`src/rtl/chan_scan_mux_if.sv`:
```
// rtl/chan_scan_mux_if.sv - channel data, select inputs and registered outputs of chan_scan_mux
interface chan_scan_mux_if #(
   parameter int WIDTH    = 4,
   parameter int CHANNELS = 4,
   parameter int SEL_W    = 2
);
   logic [CHANNELS*WIDTH-1:0] ch_in;
   logic                      mode;
   logic [SEL_W-1:0]          man_sel;
   logic [WIDTH-1:0]          mux_out;
   logic [SEL_W-1:0]          cur_sel;
   logic [CHANNELS-1:0]       ch_en;
   logic                      tick;

   modport master (
      output ch_in, mode, man_sel,
      input  mux_out, cur_sel, ch_en, tick
   );

   modport slave (
      input  ch_in, mode, man_sel,
      output mux_out, cur_sel, ch_en, tick
   );
endinterface

```
`src/rtl/chan_scan_mux.sv`:
```
// rtl/chan_scan_mux.sv - registered N-channel mux with manual select and prescaled auto-scan
// Optional CHAN_SCAN_BLANK_EN: one blanking cycle (mux_out=0, ch_en=0) on every index change.
module chan_scan_mux #(
   parameter int WIDTH    = 4,
   parameter int CHANNELS = 4,
   parameter int SEL_W    = 2,
   parameter int PRESCALE = 50000
) (
   input logic             clk,
   input logic             rst,
   chan_scan_mux_if.slave  bus
);
   localparam int                PCNT_W    = $clog2(PRESCALE);
   localparam logic [PCNT_W-1:0] PCNT_LAST = PCNT_W'(PRESCALE - 1);
   localparam logic [SEL_W-1:0]  IDX_LAST  = SEL_W'(CHANNELS - 1);

   logic [PCNT_W-1:0]   pcnt_q, pcnt_d;
   logic [SEL_W-1:0]    idx_q, idx_d;
   logic                step;
   logic                cur_in_range;
   logic                nxt_in_range;
   logic                blank;
   logic [WIDTH-1:0]    mux_d;
   logic [CHANNELS-1:0] en_d;
   logic [WIDTH-1:0]    mux_out_q;
   logic [CHANNELS-1:0] ch_en_q;
   logic                tick_q;

   assign cur_in_range = (32'(idx_q) < CHANNELS);
   assign nxt_in_range = (32'(idx_d) < CHANNELS);

   always_comb begin
      pcnt_d = '0;
      idx_d  = idx_q;
      step   = 1'b0;
      if (!bus.mode) begin
         idx_d = bus.man_sel;
      end else begin
         // An out-of-range manual index restarts the scan at channel 0.
         if (!cur_in_range) begin
            idx_d = '0;
         end
         if (pcnt_q == PCNT_LAST) begin
            step  = 1'b1;
            idx_d = (idx_q == IDX_LAST) ? '0 : idx_q + SEL_W'(1);
         end else begin
            pcnt_d = pcnt_q + PCNT_W'(1);
         end
      end
   end

   always_comb begin
      mux_d = '0;
      en_d  = '0;
      if (nxt_in_range) begin
         mux_d = bus.ch_in[32'(idx_d)*WIDTH +: WIDTH];
         en_d  = CHANNELS'(1) << idx_d;
      end
   end

`ifdef CHAN_SCAN_BLANK_EN
   assign blank = (idx_d != idx_q);
`else
   assign blank = 1'b0;
`endif

   always_ff @(posedge clk) begin
      if (rst) begin
         pcnt_q    <= '0;
         idx_q     <= '0;
         mux_out_q <= '0;
         ch_en_q   <= '0;
         tick_q    <= 1'b0;
      end else begin
         pcnt_q    <= pcnt_d;
         idx_q     <= idx_d;
         tick_q    <= step;
         mux_out_q <= blank ? '0 : mux_d;
         ch_en_q   <= blank ? '0 : en_d;
      end
   end

   assign bus.mux_out = mux_out_q;
   assign bus.cur_sel = idx_q;
   assign bus.ch_en   = ch_en_q;
   assign bus.tick    = tick_q;
endmodule
```
`src/flat_wrapper.sv`:
```
// flat-port wrapper written by rule: the top's interface ports become plain ports
module chan_scan_mux_flat 
#(
   parameter int WIDTH    = 4,
   parameter int CHANNELS = 4,
   parameter int SEL_W    = 2,
   parameter int PRESCALE = 50000
)
  (clk, rst, bus_ch_in, bus_mode, bus_man_sel, bus_mux_out, bus_cur_sel, bus_ch_en, bus_tick);
  chan_scan_mux_if #(.WIDTH(WIDTH), .CHANNELS(CHANNELS), .SEL_W(SEL_W)) bus_i ();
  input logic clk;
  input logic rst;
  input wire logic [$bits(bus_i.ch_in)-1:0] bus_ch_in;
  input wire logic [$bits(bus_i.mode)-1:0] bus_mode;
  input wire logic [$bits(bus_i.man_sel)-1:0] bus_man_sel;
  output wire logic [$bits(bus_i.mux_out)-1:0] bus_mux_out;
  output wire logic [$bits(bus_i.cur_sel)-1:0] bus_cur_sel;
  output wire logic [$bits(bus_i.ch_en)-1:0] bus_ch_en;
  output wire logic [$bits(bus_i.tick)-1:0] bus_tick;
  assign bus_i.ch_in = bus_ch_in;
  assign bus_i.mode = bus_mode;
  assign bus_i.man_sel = bus_man_sel;
  assign bus_mux_out = bus_i.mux_out;
  assign bus_cur_sel = bus_i.cur_sel;
  assign bus_ch_en = bus_i.ch_en;
  assign bus_tick = bus_i.tick;
  chan_scan_mux #(.WIDTH(WIDTH), .CHANNELS(CHANNELS), .SEL_W(SEL_W), .PRESCALE(PRESCALE)) u_core (.clk(clk), .rst(rst), .bus(bus_i));
endmodule
```
`config.mk`:
```
export PLATFORM = sky130hd
export DESIGN_NAME = chan_scan_mux_flat
export DESIGN_NICKNAME = d
export VERILOG_FILES = /design/src/rtl/chan_scan_mux_if.sv /design/src/rtl/chan_scan_mux.sv /design/src/flat_wrapper.sv
export SDC_FILE = /design/constraint.sdc
export NUM_CORES = 1
export LEC_CHECK = 0
export BUFFER_PORTS_ARGS = -buffer_cell sky130_fd_sc_hd__buf_4
export CAP_MARGIN = 10
export CELL_PAD_IN_SITES_DETAIL_PLACEMENT = 1
export CELL_PAD_IN_SITES_GLOBAL_PLACEMENT = 1
export CORE_ASPECT_RATIO = 1.25
export CORE_MARGIN = 4
export CORE_UTILIZATION = 42
export DETAILED_ROUTE_END_ITERATION = 8
export HOLD_SLACK_MARGIN = 0.02
export PLACE_DENSITY_LB_ADDON = 0.1
export SLEW_MARGIN = 5
export SYNTH_ARGS = -nofsm -noshare
export SYNTH_HDL_FRONTEND = slang
export SYNTH_SLANG_ARGS = --single-unit
```
`constraint.sdc`:
```
create_clock -name clk -period 3.1 [get_ports clk]
set_input_delay 0.62 -clock clk [delete_from_list [all_inputs] [get_ports clk]]
set_output_delay 0.62 -clock clk [all_outputs]
set_load 0.02 [all_outputs]
```
==> impl_metrics.csv <==
group,metric,value,unit
status,status,"finished clean",
routing,wl_met2,1820,µm
global_routing,grt_pass1_vias,1280,
power,p_leak,0.649,nW
sta,worstMarginPinSlew,0.598,ns
sta,setup-violations-final,0,
layout,nets,205,
sta,fmax,479,MHz
global_routing,gr-total-overflow,0,
logic_synthesis,yosysSeqAreaShare,0.399,
global_routing,grt_max_degree,17,
cts,cts_tree,"built",
sta,slew_headroom,0.590,
cts,clk_path_buf_depth,2,
sta,finalClockSkew,0.0111,ns
logic_synthesis,synth_edf_count,0,
routing,drt_iter0_markers,35,
worst_hold_path,hp-class,"reg -> reg",
routing,wl_met1,1280,µm
logic_synthesis,synth.area.top_cells,"dfxtp_1 40%, nand2_1 6.4%, nor2_1 5.3%",
routing,vias_per_cell,5.43,
cts,cts_sinks,27,
sta,fin_crit,2.09,ns
cts,numCtsBuffers,3,
routing,routed_wl,3290,µm
logic_synthesis,yosysWarnings,0,
global_routing,grt_usage,0.176,
floorplan,die_h,71.5,µm
logic_synthesis,synth.ff_latch_count,27,
global_routing,antenna_found_initial,0,
floorplan,io_pins,32,
worst_setup_path,end_kind,"flip-flop",
job,drv_cap,0,
cts,cts_hold_buf,0,
cts,clk_pin_slew_worst_paths,0.16,ns
sta,fin_crit_sh,0.674,
logic_synthesis,synth_cell_types,34,
logic_synthesis,synth.most_common_cell,"dfxtp_1",
power,peakVddDrop,0.192,mV
sta,grt_setup_unrepaired,"no",
sta,hold_violations,0,
placed_design,place.port_buffers,31,
worst_setup_path,crit_arrival,2.35,ns
routing,vias,1178,
cts,clock_latency,0.34,ns
routing,dr.max_layer_used,"met4",
power,pwr-share-seq,0.572,
logic_synthesis,syn_area,1360,µm²
power,switchingPower,0.176,mW
placed_design,dpl.cell_count,213,
logic_synthesis,synth_common_cells,"27 x dfxtp_1, 23 x nand2_1, 19 x nor2_1, 10 x nor3_1, 9 x a21oi_1",
power,pwr-share-comb,0.171,
logic_synthesis,syn-num-nets,175,
worst_setup_path,path_class,"reg -> reg",
routing,drc,0,
worst_setup_path,ff2ff_path_depth,6,
logic_synthesis,synthArstFlopShare,0,
power,p_clk_frac,0.257,
routing,ant_nets,0,
routing,drt-wirelength-per-cell,15.2,µm
routing,drtPass1Iterations,2,
power,power.internal,0.457,mW
layout,instances_no_fill,217,
logic_synthesis,postSynthCellCount,152,
floorplan,floorplan.rows,22,
cts,post_cts_resized,0,
layout,area_delta_synth_final,19.3,%
power,switching_share,0.278,
logic_synthesis,yosys_most_used_dff,"dfxtp_1",
sta,fin_tns_setup,0,ns
floorplan,fp.dieArea,4210,µm²
placed_design,place_area,1590,µm²
layout,final_cell_area,1620,µm²
cts,clock-root-buffer,"clkbuf_4",
logic_synthesis,synth_top_area_cell,"dfxtp_1",
worst_setup_path,cp_max_fo,8,
floorplan,start_util,0.448,
worst_setup_path,start_kind,"flip-flop",
cts,postCtsSetupBuffers,0,
logic_synthesis,syn_avg_cell_area,8.92,µm²
worst_setup_path,worstPathRequired,3.36,ns
sta,drv_slew,0,
placed_design,place_congestion,0.832,
power,powerDensity,392,nW/µm²
global_routing,grt_pass1_wl,5800,µm
routing,wl_met3,91,µm
layout,n_antenna_cell,0,
worst_hold_path,hold_depth,1,
floorplan,fp.dieW,58.8,µm
placed_design,dpl.hpwl,2660,µm
cts,htreeDepth,1,
floorplan,core,3030,µm²
logic_synthesis,netlist.area_leader.share,0.399,
layout,drive_gt1_frac,0.265,
critical path: stages, from the launching register on:
cell and delay, ns:
dfxtp_1 0.38, ha_1 0.23, and3_1 0.28, and4_4 0.34
mux2i_4 0.39, mux2i_1 0.12, a211oi_1 0.28
state kept, by name (all words and copies together) (netlist names):
register	count
u_core.pcnt_q	16
u_core.bus.ch_en	4
u_core.bus.mux_out	4
u_core.bus.cur_sel	2
u_core.bus.tick	1
placed cells by master (no fill, tap or decap), types with 2 or more instances in the layout:
master	n
xor2_1	8
and3_1	4
mux2_2	2
clkbuf_4	3
mux2i_1	6
o21ai_0	2
buf_4	31
inv_1	3
a211oi_1	4
a21oi_1	9
nand3_1	3
ha_1	2
nand4_1	4
xnor2_1	5
nor3_1	10
nor2_1	19
dfxtp_1	27
nand2_1	23
or3_1	2
through the flow:
| step | worst slack, ns | power (mW) | hold slack (ns) | utilization |
|---|---|---|---|---|
| after global routing | 0.892 | 0.667 | 0.487 | 0.534 |
| after floorplan | 1.24 | 0.433 | 0.413 | - |
| after CTS | 0.986 | 0.638 | 0.461 | 0.534 |
| after global placement | 1.08 | 0.476 | 0.423 | 0.524 |
| final | 1.01 | 0.634 | 0.460 | 0.534 |
| after detailed placement | 0.997 | 0.480 | 0.437 | 0.524 |
routing by layer:
layer,vias up,global-route usage
li1,591,-
met2,26,0.321
met3,8,0.0234
met1,553,0.196
met5,-,0
met4,0,0.0806
final cells by class:
type                       count  area, µm²
multi-input combinational    116        758
clock buffer                   3       22.5
inverter                       3       11.3
fill                         364       1410
sequential                    27        541
tap                           36       45.0
clock inverter                 1       7.51
timing repair buffer          31        233
worst paths after layout:
| path | start | endpoint | slack [ns] |
|---|---|---|---|
| max | u_core.pcnt_q[0]$_SDFF_PP0_ | u_core.bus.mux_out[0]$_SDFF_PP0_ | 1.01 |
| min | u_core.pcnt_q[0]$_SDFF_PP0_ | u_core.pcnt_q[0]$_SDFF_PP0_ | 0.46 |
| max reg2reg | u_core.pcnt_q[0]$_SDFF_PP0_ | u_core.bus.mux_out[0]$_SDFF_PP0_ | 1.01 |
| min reg2reg | u_core.pcnt_q[0]$_SDFF_PP0_ | u_core.pcnt_q[0]$_SDFF_PP0_ | 0.46 |
power by group through the flow:
stage / sequential [mW] / combinational, mW / clock, mW
2_1_floorplan: 0.381 / 0.0521 / 0
3_3_place_gp: 0.370 / 0.106 / 0
3_5_place_dp: 0.370 / 0.110 / 0
4_1_cts: 0.363 / 0.110 / 0.165
5_1_grt: 0.364 / 0.120 / 0.183
6_report: 0.362 / 0.109 / 0.163
cells by family after synthesis:
logic type | count (synthesis) | share of synthesized area
AOI/OAI and AO/OA | 18 | 0.0969
muxes | 9 | 0.0775
DFF | 27 | 0.399
buffers and inverters | 9 | 0.0424
and+or+nand+nor | 74 | 0.282
adders and majority gates | 2 | 0.0184
xor gates and xnor gates | 13 | 0.0839
Note: power is estimated with default switching activity, not from simulation.
